===== src/rtl/uart_tx_drain.sv =====
// ----------------------------------------------------------------------------
// uart_tx_drain
//
// UART transmitter sitting on the read side of a first-word-fall-through TX
// FIFO. Whenever the FIFO holds data and the block is enabled, it pops one
// byte and serializes it as start bit, DATA_WIDTH data bits (LSB first),
// an optional even-parity bit and STOP_BITS stop bits. Frames run
// back-to-back with no idle gap while data remains.
//
// Optional feature macro:
//   UART_TX_PARITY_EN - when defined, an even-parity bit (XOR of the data
//                       bits) is sent between the last data bit and stop.
//
// Parameters:
//   CLKS_PER_BAUD - clock cycles per bit period (>= 2)
//   DATA_WIDTH    - bits per character (matches FIFO width)
//   STOP_BITS     - 1 or 2
//
// Ports:
//   i_clk          - system clock, rising edge
//   i_reset_w      - synchronous active-high reset
//   i_enable_w     - permits starting new frames; frame in flight completes
//   i_fifo_data_w  - FIFO head data (valid while not empty)
//   i_fifo_empty_w - FIFO empty flag
//   o_fifo_read_w  - single-cycle pop strobe to the FIFO
//   o_tx_w         - serial line, idles high (registered)
//   o_busy_w       - high while a frame is on the line (registered)
// ----------------------------------------------------------------------------
module uart_tx_drain #(
    parameter int CLKS_PER_BAUD = 868,
    parameter int DATA_WIDTH    = 8,
    parameter int STOP_BITS     = 1
) (
    input  logic                  i_clk,
    input  logic                  i_reset_w,
    input  logic                  i_enable_w,
    input  logic [DATA_WIDTH-1:0] i_fifo_data_w,
    input  logic                  i_fifo_empty_w,
    output logic                  o_fifo_read_w,
    output logic                  o_tx_w,
    output logic                  o_busy_w
);

    localparam int CW = $clog2(CLKS_PER_BAUD);
    localparam int BW = (DATA_WIDTH > 1) ? $clog2(DATA_WIDTH) : 1;

    localparam logic [CW-1:0] BAUD_RELOAD = CW'(CLKS_PER_BAUD - 1);
    localparam logic [BW-1:0] BIT_LAST    = BW'(DATA_WIDTH - 1);
    localparam logic          STOP_LAST   = 1'(STOP_BITS - 1);

    typedef enum logic [2:0] {
        S_IDLE,
        S_START,
        S_DATA,
`ifdef UART_TX_PARITY_EN
        S_PARITY,
`endif
        S_STOP
    } state_t;

    state_t                state, state_n;
    logic [CW-1:0]         baud_cnt, baud_cnt_n;
    logic [BW-1:0]         bit_idx, bit_idx_n;
    logic                  stop_cnt, stop_cnt_n;
    logic [DATA_WIDTH-1:0] shift, shift_n;
    logic                  tx_n;
    logic                  busy_n;
    logic                  bit_end;
    logic                  frame_end;
    logic                  pop;
`ifdef UART_TX_PARITY_EN
    logic                  parity, parity_n;
`endif

    assign bit_end   = (baud_cnt == '0);
    assign frame_end = (state == S_STOP) && bit_end && (stop_cnt == STOP_LAST);

    // Reset is folded in so a pop can never coincide with reset.
    assign pop = ((state == S_IDLE) || frame_end) &&
                 !i_fifo_empty_w && i_enable_w && !i_reset_w;

    assign o_fifo_read_w = pop;

    always_ff @(posedge i_clk) begin
        if (i_reset_w) begin
            state    <= S_IDLE;
            baud_cnt <= '0;
            bit_idx  <= '0;
            stop_cnt <= 1'b0;
            shift    <= '0;
            o_tx_w   <= 1'b1;
            o_busy_w <= 1'b0;
`ifdef UART_TX_PARITY_EN
            parity   <= 1'b0;
`endif
        end else begin
            state    <= state_n;
            baud_cnt <= baud_cnt_n;
            bit_idx  <= bit_idx_n;
            stop_cnt <= stop_cnt_n;
            shift    <= shift_n;
            o_tx_w   <= tx_n;
            o_busy_w <= busy_n;
`ifdef UART_TX_PARITY_EN
            parity   <= parity_n;
`endif
        end
    end

    always_comb begin
        state_n    = state;
        baud_cnt_n = bit_end ? baud_cnt : baud_cnt - CW'(1);
        bit_idx_n  = bit_idx;
        stop_cnt_n = stop_cnt;
        shift_n    = shift;
`ifdef UART_TX_PARITY_EN
        parity_n   = parity;
`endif

        case (state)
            S_IDLE: begin
                baud_cnt_n = baud_cnt;
                if (pop) begin
                    state_n    = S_START;
                    baud_cnt_n = BAUD_RELOAD;
                    shift_n    = i_fifo_data_w;
`ifdef UART_TX_PARITY_EN
                    parity_n   = ^i_fifo_data_w;
`endif
                end
            end

            S_START: begin
                if (bit_end) begin
                    state_n    = S_DATA;
                    baud_cnt_n = BAUD_RELOAD;
                    bit_idx_n  = '0;
                end
            end

            S_DATA: begin
                if (bit_end) begin
                    baud_cnt_n = BAUD_RELOAD;
                    shift_n    = shift >> 1;
                    if (bit_idx == BIT_LAST) begin
`ifdef UART_TX_PARITY_EN
                        state_n    = S_PARITY;
`else
                        state_n    = S_STOP;
                        stop_cnt_n = 1'b0;
`endif
                    end else begin
                        bit_idx_n = bit_idx + BW'(1);
                    end
                end
            end

`ifdef UART_TX_PARITY_EN
            S_PARITY: begin
                if (bit_end) begin
                    state_n    = S_STOP;
                    baud_cnt_n = BAUD_RELOAD;
                    stop_cnt_n = 1'b0;
                end
            end
`endif

            S_STOP: begin
                if (bit_end) begin
                    if (stop_cnt == STOP_LAST) begin
                        // Next frame's start bit follows the last stop bit directly.
                        if (pop) begin
                            state_n    = S_START;
                            baud_cnt_n = BAUD_RELOAD;
                            shift_n    = i_fifo_data_w;
`ifdef UART_TX_PARITY_EN
                            parity_n   = ^i_fifo_data_w;
`endif
                        end else begin
                            state_n = S_IDLE;
                        end
                    end else begin
                        baud_cnt_n = BAUD_RELOAD;
                        stop_cnt_n = 1'b1;
                    end
                end
            end

            default: begin
                state_n    = S_IDLE;
                baud_cnt_n = '0;
            end
        endcase

        // Line and busy are registered from the next state so the line
        // changes on the same edge that the state does.
        tx_n   = 1'b1;
        busy_n = (state_n != S_IDLE);
        case (state_n)
            S_START:  tx_n = 1'b0;
            S_DATA:   tx_n = shift_n[0];
`ifdef UART_TX_PARITY_EN
            S_PARITY: tx_n = parity_n;
`endif
            default:  tx_n = 1'b1;
        endcase
    end

endmodule


===== config.mk =====
export PLATFORM = sky130hd
export DESIGN_NAME = uart_tx_drain
export DESIGN_NICKNAME = d
export VERILOG_FILES = /design/src/rtl/uart_tx_drain.sv
export SDC_FILE = /design/constraint.sdc
export NUM_CORES = 1
export LEC_CHECK = 0
export ABC_AREA = 1
export BUFFER_PORTS_ARGS = -buffer_cell sky130_fd_sc_hd__buf_2
export CAP_MARGIN = 25
export CORE_MARGIN = 1
export CORE_UTILIZATION = 49
export CTS_CLUSTER_SIZE = 28
export DETAILED_ROUTE_END_ITERATION = 6
export GPL_ROUTABILITY_DRIVEN = 0
export PLACE_DENSITY = 0.68
export SLEW_MARGIN = 20
export SYNTH_ARGS = -nofsm -noshare
export SYNTH_HDL_FRONTEND = slang
export SYNTH_SLANG_ARGS = --single-unit

===== constraint.sdc =====
create_clock -name i_clk -period 2 [get_ports i_clk]
set_input_delay 0.4 -clock i_clk [delete_from_list [all_inputs] [get_ports i_clk]]
set_output_delay 0.4 -clock i_clk [all_outputs]
set_load 0.005 [all_outputs]

==> results of run 1 <==
==> where the power goes <==
part / internal, mW / switching [mW] / total, mW / leakage (nW)
combinational: 0.115 / 0.203 / 0.318 / 0.617
sequential: 0.537 / 0.0203 / 0.557 / 0.214
clock: 0.111 / 0.162 / 0.273 / 0.0210
==> logic make-up after synthesis <==
| logic type | after synthesis | share of synthesized area (%) |
|---|---|---|
| AOI/OAI and AO/OA | 50 | 16.0 |
| xor gates and xnor gates | 7 | 3.71 |
| adders and majority gates | 5 | 3.79 |
| buffers and inverters | 28 | 7.04 |
| DFF | 26 | 31.5 |
| other | 1 | 0.227 |
| and+or+nand+nor | 128 | 37.7 |
==> registers in the layout (all words and copies together) (netlist names) <==
| name | count |
|---|---|
| shift | 8 |
| o_busy_w | 1 |
| bit_idx | 3 |
| baud_cnt | 10 |
| o_tx_w | 1 |
| state | 3 |
==> synthesized netlist by cell type (3+ instances only) <==
| master | number | area (sq um) |
|---|---|---|
| inv_2 | 4 | 15.0 |
| nand4_1 | 3 | 18.8 |
| o21ai_0 | 21 | 105 |
| o21ai_1 | 3 | 15.0 |
| ha_1 | 5 | 62.6 |
| nor2_4 | 4 | 45.0 |
| a21oi_1 | 21 | 105 |
| nand2_4 | 4 | 45.0 |
| nand2_2 | 5 | 31.3 |
| inv_1 | 20 | 75.1 |
| dfxtp_1 | 26 | 521 |
| nor2_1 | 28 | 105 |
| nand2_1 | 57 | 214 |
| xor2_1 | 6 | 52.6 |
| nand3_1 | 20 | 100 |
==> per-stage QoR <==
stage	setup slack (ps)	hold WS [ps]
after floorplan	356	442
after global placement	173	455
after detailed placement	161	458
after CTS	2.45	413
after global routing	-25.1	442
final	75.2	423
==> tightest hold or removal path, stage by stage <==
cell      delay [ps]
buf_2             90
o211ai_1         160
a211oi_1          70
==> final timing paths <==
check / startpoint / endpoint / cells after the start / slack (ps)
max: baud_cnt[4]$_SDFFE_PP0P_ / o_fifo_read_w / 8 / 80
min: i_fifo_data_w[7] / shift[7]$_SDFFE_PP0P_ / 3 / 420
max reg2reg: baud_cnt[1]$_SDFFE_PP0P_ / shift[1]$_SDFFE_PP0P_ / 9 / 240
min reg2reg: bit_idx[2]$_SDFFE_PP0P_ / bit_idx[2]$_SDFFE_PP0P_ / 2 / 480
==> routing by layer <==
layer / GRT usage, % / wire length (microns) / vias up
met5: 0 / 0 / -
met4: 5.32 / 20 / 0
met1: 33.2 / 1960 / 750
met3: 4.33 / 146 / 2
li1: - / - / 846
met2: 36.0 / 1770 / 29
==> final cells by class <==
type                            count  area (sq um)  area share (%)
Clock buffer                        4          36.3            1.92
Inverter                           25          96.3            5.10
Multi-Input combinational cell    191          1060            56.0
Sequential cell                    26           529            28.0
Tap cell                           44          55.1            2.91
Timing Repair Buffer               20           115            6.09
==> what timing repair did <==
| action | in CTS | in global routing |
|---|---|---|
| buffers inserted | 3 | 1 |
| endpoints found under the hold margin | 0 | 0 |
| pin swaps | 2 | 4 |
| gates resized for setup | 7 | 13 |
| setup endpoints to repair | 1 | 3 |
==> impl_metrics.json, run 1 <==
{
  "dp_cells": 302,
  "cts_max_level": 1,
  "drt_iter0_markers": 91,
  "core-area_sq_um": 3130,
  "avgViaCountPerCell": 5.25,
  "max_freq_mhz": 520,
  "io_buffers": 14,
  "maxCapViolations": 0,
  "worstSetupStartpointType": "flop",
  "fillers": 317,
  "powerDensity_nw_per_um2": 607,
  "cp_slowest_cell": "dfxtp_1",
  "cts.path.max_buffers": 2,
  "grt_start_max_net_pins": 17,
  "hold_viol": 0,
  "design_area_sq_um": 1890,
  "vdd_ir_drop_max_v": 0.000384,
  "avgSynthCellArea_sq_um": 6.75,
  "postSynthCellCount": 245,
  "synth_cell_types": 32,
  "drt_first_pass_iters": 4,
  "synth_area_sq_um": 1650,
  "clock_skew_ps": 2.12,
  "drc": 0,
  "hold_path_class": "in2reg",
  "path_clk_slew_ps": 140,
  "maxSlewViolCount": 0,
  "synth_edf_count": 0,
  "crit_chain": "nor2_2, nand2_2, inv_2, nand3_4, nand2_4, nand2_4, inv_2, buf_2",
  "synth-seq-cells": 26,
  "dieArea_sq_um": 3610,
  "slowest_delay_ps": 380,
  "synthesis.nets": 262,
  "synthArstFlopShare_pct": 0,
  "min_period_ps": 1920,
  "grt_pass1_vias": 1432,
  "place_area_sq_um": 1770,
  "area_growth_pct": 14.4,
  "synthFlopType": "dfxtp_1",
  "global_route.overflow_total": 0,
  "endpoint_kind": "primary output",
  "ant_nets": 0,
  "crit_path_max_fanout": 5,
  "crit_required_ps": 1600,
  "antenna_found_initial": 0,
  "tritoncts": "built",
  "yosysSeqAreaShare_pct": 31.5,
  "initial_core_util_pct": 52.8,
  "drive_gt1_share_pct": 23.3,
  "cp.arrival_ps": 1520,
  "numClockSinks": 26,
  "clk_latency_ps": 320,
  "crit_family": "simple AND/OR/NAND/NOR gates",
  "grt_usage_pct": 23.3,
  "dr_total_vias": 1627,
  "grt_pass1_wl_microns": 6370,
  "crit_type": "reg2out",
  "cp_num_buf_inv": 3,
  "fin_setup_tns_ps": 0,
  "layout_commonest_cell": "nand2_1",
  "mostFrequentLayoutCells": "nand2_1, nor2_1, a21oi_1, o21ai_0, dfxtp_1",
  "utilization_pct": 60.4,
  "die_y_microns": 60.1,
  "wl_per_cell_microns": 12.6,
  "dp_hpwl_microns": 2850,
  "setup_viol": 0,
  "leakagePower_nw": 0.851,
  "cts_buffers": 3,
  "min_period_over_period_pct": 96.2,
  "wl_microns": 3890,
  "final_nets": 284,
  "status": "complete, no violations",
  "yosys_warnings": 0,
  "io_pins": 15,
  "fp-row-count": 20,
  "total_power_mw": 1.15,
  "fin_cells": 310,
  "ctsHoldBuffers": 0,
  "die_x_microns": 60.1,
  "ctsRootBufferMaster": "clkbuf_4",
  "antenna_cells": 0
}
(Power assumes the default switching activity.)
==> run 2: changes to the inputs <==
--- a/config.mk
+++ b/config.mk
@@ -8,12 +8,13 @@
 export ABC_AREA = 1
 export BUFFER_PORTS_ARGS = -buffer_cell sky130_fd_sc_hd__buf_2
 export CAP_MARGIN = 25
-export CORE_MARGIN = 1
+export CORE_MARGIN = 2
 export CORE_UTILIZATION = 49
 export CTS_CLUSTER_SIZE = 28
 export DETAILED_ROUTE_END_ITERATION = 6
 export GPL_ROUTABILITY_DRIVEN = 0
 export PLACE_DENSITY = 0.68
+export SETUP_SLACK_MARGIN = 0.4
 export SLEW_MARGIN = 20
 export SYNTH_ARGS = -nofsm -noshare
 export SYNTH_HDL_FRONTEND = slang
==> run 2 against run 1 <==
Against the previous run:
- sequential power hardly changed
- sequential share of layout area is 4.5 points lower
- sequential cell count stayed put
- maximum frequency is 4.9% higher
- count of clock-buffer cells in the layout stayed put
- largest cell class unchanged
==> impl_metrics.json, run 2 (synthesis gave the netlist of run 1 again) <==
{
  "ctsRootBufferMaster": "clkbuf_4",
  "layout_commonest_cell": "nand2_1",
  "status": "complete, no violations",
  "clk_latency_ps": 340,
  "crit_family": "buffers and inverters",
  "core-area_sq_um": 3280,
  "wl_per_cell_microns": 13.9,
  "path_clk_slew_ps": 140,
  "cp_slowest_cell": "dfxtp_4",
  "design_area_sq_um": 2340,
  "max_freq_mhz": 545,
  "area_growth_pct": 41.6,
  "top_regs": "baud_cnt: 10 flops, shift: 8 flops",
  "cp.arrival_ps": 1430,
  "place_area_sq_um": 1780,
  "crit_required_ps": 1600,
  "global_route.overflow_total": 0,
  "maxSlewViolCount": 0,
  "slowest_delay_ps": 390,
  "hold_path_class": "in2reg",
  "dp_hpwl_microns": 2730,
  "vdd_ir_drop_max_v": 0.000366,
  "largest_register": "baud_cnt",
  "drc": 0,
  "cts_max_level": 1,
  "io_pins": 15,
  "mostFrequentLayoutCells": "nand2_1, buf_4, nor2_1",
  "utilization_pct": 71.2,
  "cts.path.max_buffers": 2,
  "hold_viol": 0,
  "clock_skew_ps": 6.30,
  "antenna_cells": 0,
  "use_met2_pct": 42.4,
  "min_period_over_period_pct": 91.7,
  "dr_total_vias": 1816,
  "avgViaCountPerCell": 5.28,
  "tritoncts": "built",
  "fin_ws_ps": 165,
  "powerDensity_nw_per_um2": 556,
  "cts_buffers": 3,
  "use_met3_pct": 4.76,
  "die_y_microns": 62.1,
  "crit_path_max_fanout": 4,
  "io_buffers": 14,
  "leakagePower_nw": 1.04,
  "setup_viol": 0,
  "drive_gt1_share_pct": 40.6,
  "grt_pass1_vias": 1667,
  "initial_core_util_pct": 50.3,
  "numClockSinks": 26,
  "wl_microns": 4780,
  "crit_chain": "inv_1, nand2_4, nand2_4, nand2_2, inv_2, nand2_4, inv_2, buf_2",
  "final_nets": 316,
  "cp_num_buf_inv": 4,
  "total_power_mw": 1.30,
  "die_x_microns": 62.1,
  "antenna_found_initial": 0,
  "rsz0062_at_grt": "true",
  "min_period_ps": 1830,
  "maxCapViolations": 0,
  "place_ws_ps": 172,
  "fin_setup_tns_ps": 0,
  "drt_iter0_markers": 104,
  "crit_type": "reg2out",
  "grt_pass1_wl_microns": 7250,
  "dieArea_sq_um": 3850,
  "fp-row-count": 21,
  "grt_usage_pct": 25.3,
  "cp_common_cell": "nand2_4",
  "grt_start_max_net_pins": 17,
  "use_met1_pct": 31.7,
  "drt_first_pass_iters": 4,
  "endpoint_kind": "primary output",
  "worstSetupStartpointType": "flop",
  "largest_reg_flops": 10,
  "busiest_layer": "met2",
  "ant_nets": 0
}
## run 2: changes by cell type in the layout (fill, tap and decap cells not counted), moves of 4 or more
| cell | delta |
|---|---|
| nand2_1 | -4 |
| buf_6 | +9 |
| a21oi_1 | -5 |
| inv_4 | +4 |
| a21oi_2 | +5 |
| buf_4 | +21 |
| o21ai_0 | -8 |
| dfxtp_1 | -5 |
| dfxtp_4 | +6 |
| o21ai_1 | +5 |
## run 2: stage by stage
stage                     cells  hold WS (ps)
final                       344           452
after global routing        344           474
after CTS                   334           438
after detailed placement    304           465
after global placement      304           456
after floorplan             245           442
## run 2: final cells by class
type / instances / area [sq um]
Clock buffer: 4 / 36.3
Fill cell: 259 / 945
Inverter: 25 / 106
Multi-Input combinational cell: 192 / 1190
Sequential cell: 26 / 551
Tap cell: 46 / 57.6
Timing Repair Buffer: 51 / 394
## run 2: worst paths after layout
| path | start | endpoint | slack (ps) | depth (start not counted) |
|---|---|---|---|---|
| worst min-delay path | i_reset_w | bit_idx[1]$_SDFFE_PP0P_ | 450 | 3 |
| worst max register to register | state[1]$_SDFF_PP0_ | shift[7]$_SDFFE_PP0P_ | 230 | 15 |
| worst max-delay path | state[1]$_SDFF_PP0_ | o_fifo_read_w | 170 | 8 |
| worst min register to register | shift[2]$_SDFFE_PP0P_ | shift[1]$_SDFFE_PP0P_ | 490 | 2 |
## run 2: tightest hold or removal path: cells and delay by family
family	cells	cell delay [ps]
compound gates	1	40
buf+inv	2	320
## run 2: what timing repair did
item | 4_1_cts | 5_1_grt
gates cloned | 1 | 0
resized for setup | 42 | 38
buffers inserted | 25 | 10
pin swaps | 10 | 16
endpoints found under the setup margin | 19 | 21
hold buffers | 0 | 0
## run 2: metal layers
layer	routed length, microns	vias to the layer above	share of wire, %
li1	-	915	-
met4	133	0	2.8
met3	215	15	4.5
met2	2450	59	51
met1	1990	827	42
met5	0	-	0
## run 2: where the power goes
group          switching (mW)  total, mW  internal [mW]
combinational           0.262      0.470          0.208
sequential             0.0205      0.554          0.534
clock                   0.164      0.276          0.112
==> run 3: changes to the inputs <==
--- a/config.mk
+++ b/config.mk
@@ -8,11 +8,12 @@
 export ABC_AREA = 1
 export BUFFER_PORTS_ARGS = -buffer_cell sky130_fd_sc_hd__buf_2
 export CAP_MARGIN = 25
+export CORE_ASPECT_RATIO = 1.25
 export CORE_MARGIN = 2
 export CORE_UTILIZATION = 49
 export CTS_CLUSTER_SIZE = 28
 export DETAILED_ROUTE_END_ITERATION = 6
-export GPL_ROUTABILITY_DRIVEN = 0
+export GPL_ROUTABILITY_DRIVEN = 1
 export PLACE_DENSITY = 0.68
 export SETUP_SLACK_MARGIN = 0.4
 export SLEW_MARGIN = 20
==> run 3 against run 2 <==
Against the previous run:
- core utilization shrank 1.2 points
- register-to-register slack improved by 30 ps
- count of clock-buffer cells in the layout is the same
- combinational power decreased by 6.4%
- sequential share of layout area grew 0.49 points
- sequential power about the same
- maximum frequency is 2.9% higher
- critical endpoint unchanged
- clock power is 25% higher
- critical path depth unchanged
- non-clock buffer count fell by 2
- die area barely moved
==> impl_metrics.json, run 3 (synthesis gave the netlist of run 1 again) <==
{
  "die_y_microns": 68.9,
  "maxCapViolations": 0,
  "area_growth_pct": 36.5,
  "wl_microns": 4700,
  "min_period_over_period_pct": 89.2,
  "global_route.overflow_total": 0,
  "layout_commonest_cell": "nand2_1",
  "io_buffers": 14,
  "grt_usage_pct": 23.6,
  "dieArea_sq_um": 3860,
  "powerDensity_nw_per_um2": 595,
  "antenna_found_initial": 0,
  "cp.arrival_ps": 1380,
  "largest_register": "baud_cnt",
  "vdd_ir_drop_max_v": 0.000392,
  "cts_buffers": 3,
  "numClockSinks": 26,
  "reg2reg_slack_ps": 260,
  "grt_pass1_vias": 1648,
  "grt_pass1_wl_microns": 7150,
  "min_period_ps": 1780,
  "endpoint_kind": "primary output",
  "place_ws_ps": 218,
  "ant_nets": 0,
  "cts_max_level": 1,
  "setup_viol": 0,
  "fin_setup_tns_ps": 0,
  "worstSetupStartpointType": "flop",
  "initial_core_util_pct": 51.3,
  "r2r_end": "shift[7]$_SDFFE_PP0P_",
  "fp-row-count": 23,
  "clk_latency_ps": 270,
  "fillers": 268,
  "drt_iter0_markers": 61,
  "drc": 0,
  "clock_skew_ps": 5.79,
  "drive_gt1_share_pct": 39.5,
  "io_pins": 15,
  "mostFrequentLayoutCells": "nand2_1, buf_4, nor2_1",
  "worstHoldStart": "bit_idx[2]$_SDFFE_PP0P_",
  "crit_type": "reg2out",
  "min_delay_path_depth": 2,
  "final_nets": 314,
  "cts.path.max_buffers": 2,
  "reg2reg_depth": 14,
  "rsz0062_at_grt": "true",
  "leakagePower_nw": 1.03,
  "crit_path_max_fanout": 3,
  "drt_first_pass_iters": 4,
  "max_freq_mhz": 561,
  "wl_per_cell_microns": 14.1,
  "hold_path_class": "reg2reg",
  "dp_hpwl_microns": 2960,
  "timing.rr.start": "baud_cnt[4]$_SDFFE_PP0P_",
  "largest_reg_flops": 10,
  "core-area_sq_um": 3220,
  "die_x_microns": 55.9,
  "ctsRootBufferMaster": "clkbuf_8",
  "grt_start_max_net_pins": 17,
  "hold_viol": 0,
  "ctsHoldBuffers": 0,
  "crit_required_ps": 1600,
  "tritoncts": "built",
  "status": "complete, no violations",
  "path_clk_slew_ps": 90,
  "holdPathEnd": "bit_idx[2]$_SDFFE_PP0P_",
  "antenna_cells": 0,
  "avgViaCountPerCell": 5.46,
  "dr_total_vias": 1819,
  "top_regs": "baud_cnt: 10 flops, shift: 8 flops",
  "fin_ws_ps": 217,
  "place.gp.congestion": 0.914,
  "maxSlewViolCount": 0
}
run 3: cell count changes in the layout (fill, tap and decap cells not counted), sizes merged:
cell	change
buf	-2
nor2	+1
o21ai	-1
run 3: worst max path at each step:
stage / from / end / cells past startpoint
floorplan: baud_cnt[1]$_SDFFE_PP0P_ / baud_cnt[0]$_SDFFE_PP0P_ / 9
global placement: i_reset_w / o_fifo_read_w / 9
detailed placement: baud_cnt[1]$_SDFFE_PP0P_ / o_fifo_read_w / 9
CTS: baud_cnt[1]$_SDFFE_PP0P_ / o_fifo_read_w / 9
global route: baud_cnt[4]$_SDFFE_PP0P_ / o_fifo_read_w / 8
finish: baud_cnt[4]$_SDFFE_PP0P_ / o_fifo_read_w / 8
run 3: layer usage:
layer | track usage, % | wire (microns)
met2 | 44.3 | 2450
met4 | 7.74 | 62
met1 | 28.5 | 1980
met3 | 2.61 | 212
met5 | 0 | 0
run 3: where the power goes:
| part | switching, mW | internal (mW) | leakage, nW | total, mW |
|---|---|---|---|---|
| Combinational | 0.249 | 0.191 | 0.785 | 0.440 |
| Clock | 0.169 | 0.176 | 0.0288 | 0.345 |
| Sequential | 0.0195 | 0.536 | 0.217 | 0.556 |
| Total | 0.437 | 0.904 | 1.03 | 1.34 |
run 3: timing repair:
| item | CTS | global route |
|---|---|---|
| setup buffers | 20 | 13 |
| endpoints found under the setup margin | 19 | 22 |
| resized for setup | 33 | 30 |
| pin swaps | 7 | 13 |
| cloned | 0 | 1 |
run 3: area by class of cell:
class	instances	area (sq um)	share of cell area (%)
Multi-Input combinational cell	192	1150	50.9
Sequential cell	26	542	24.0
Tap cell	37	46.3	2.05
Timing Repair Buffer	49	362	16.0
Clock buffer	4	55.1	2.44
Inverter	25	104	4.60
run 3: per-stage QoR:
stage	hold WS [ps]	cells	util [%]	total power, mW	area (sq um)
floorplan	442	245	-	0.795	1650
global placement	456	295	54.8	0.863	1770
detailed placement	463	295	54.8	0.863	1770
CTS	479	319	63.9	1.27	2060
global route	507	333	70.0	1.40	2260
finish	472	333	70.0	1.34	2260
run 3: critical path, stage by stage (launching register included):
cell     delay [ps]
dfxtp_2         350
nor2_2          150
nand2_2         110
inv_2           100
nand3_4         100
nand2_4          90
nand2_4          50
inv_2            60
buf_2           110
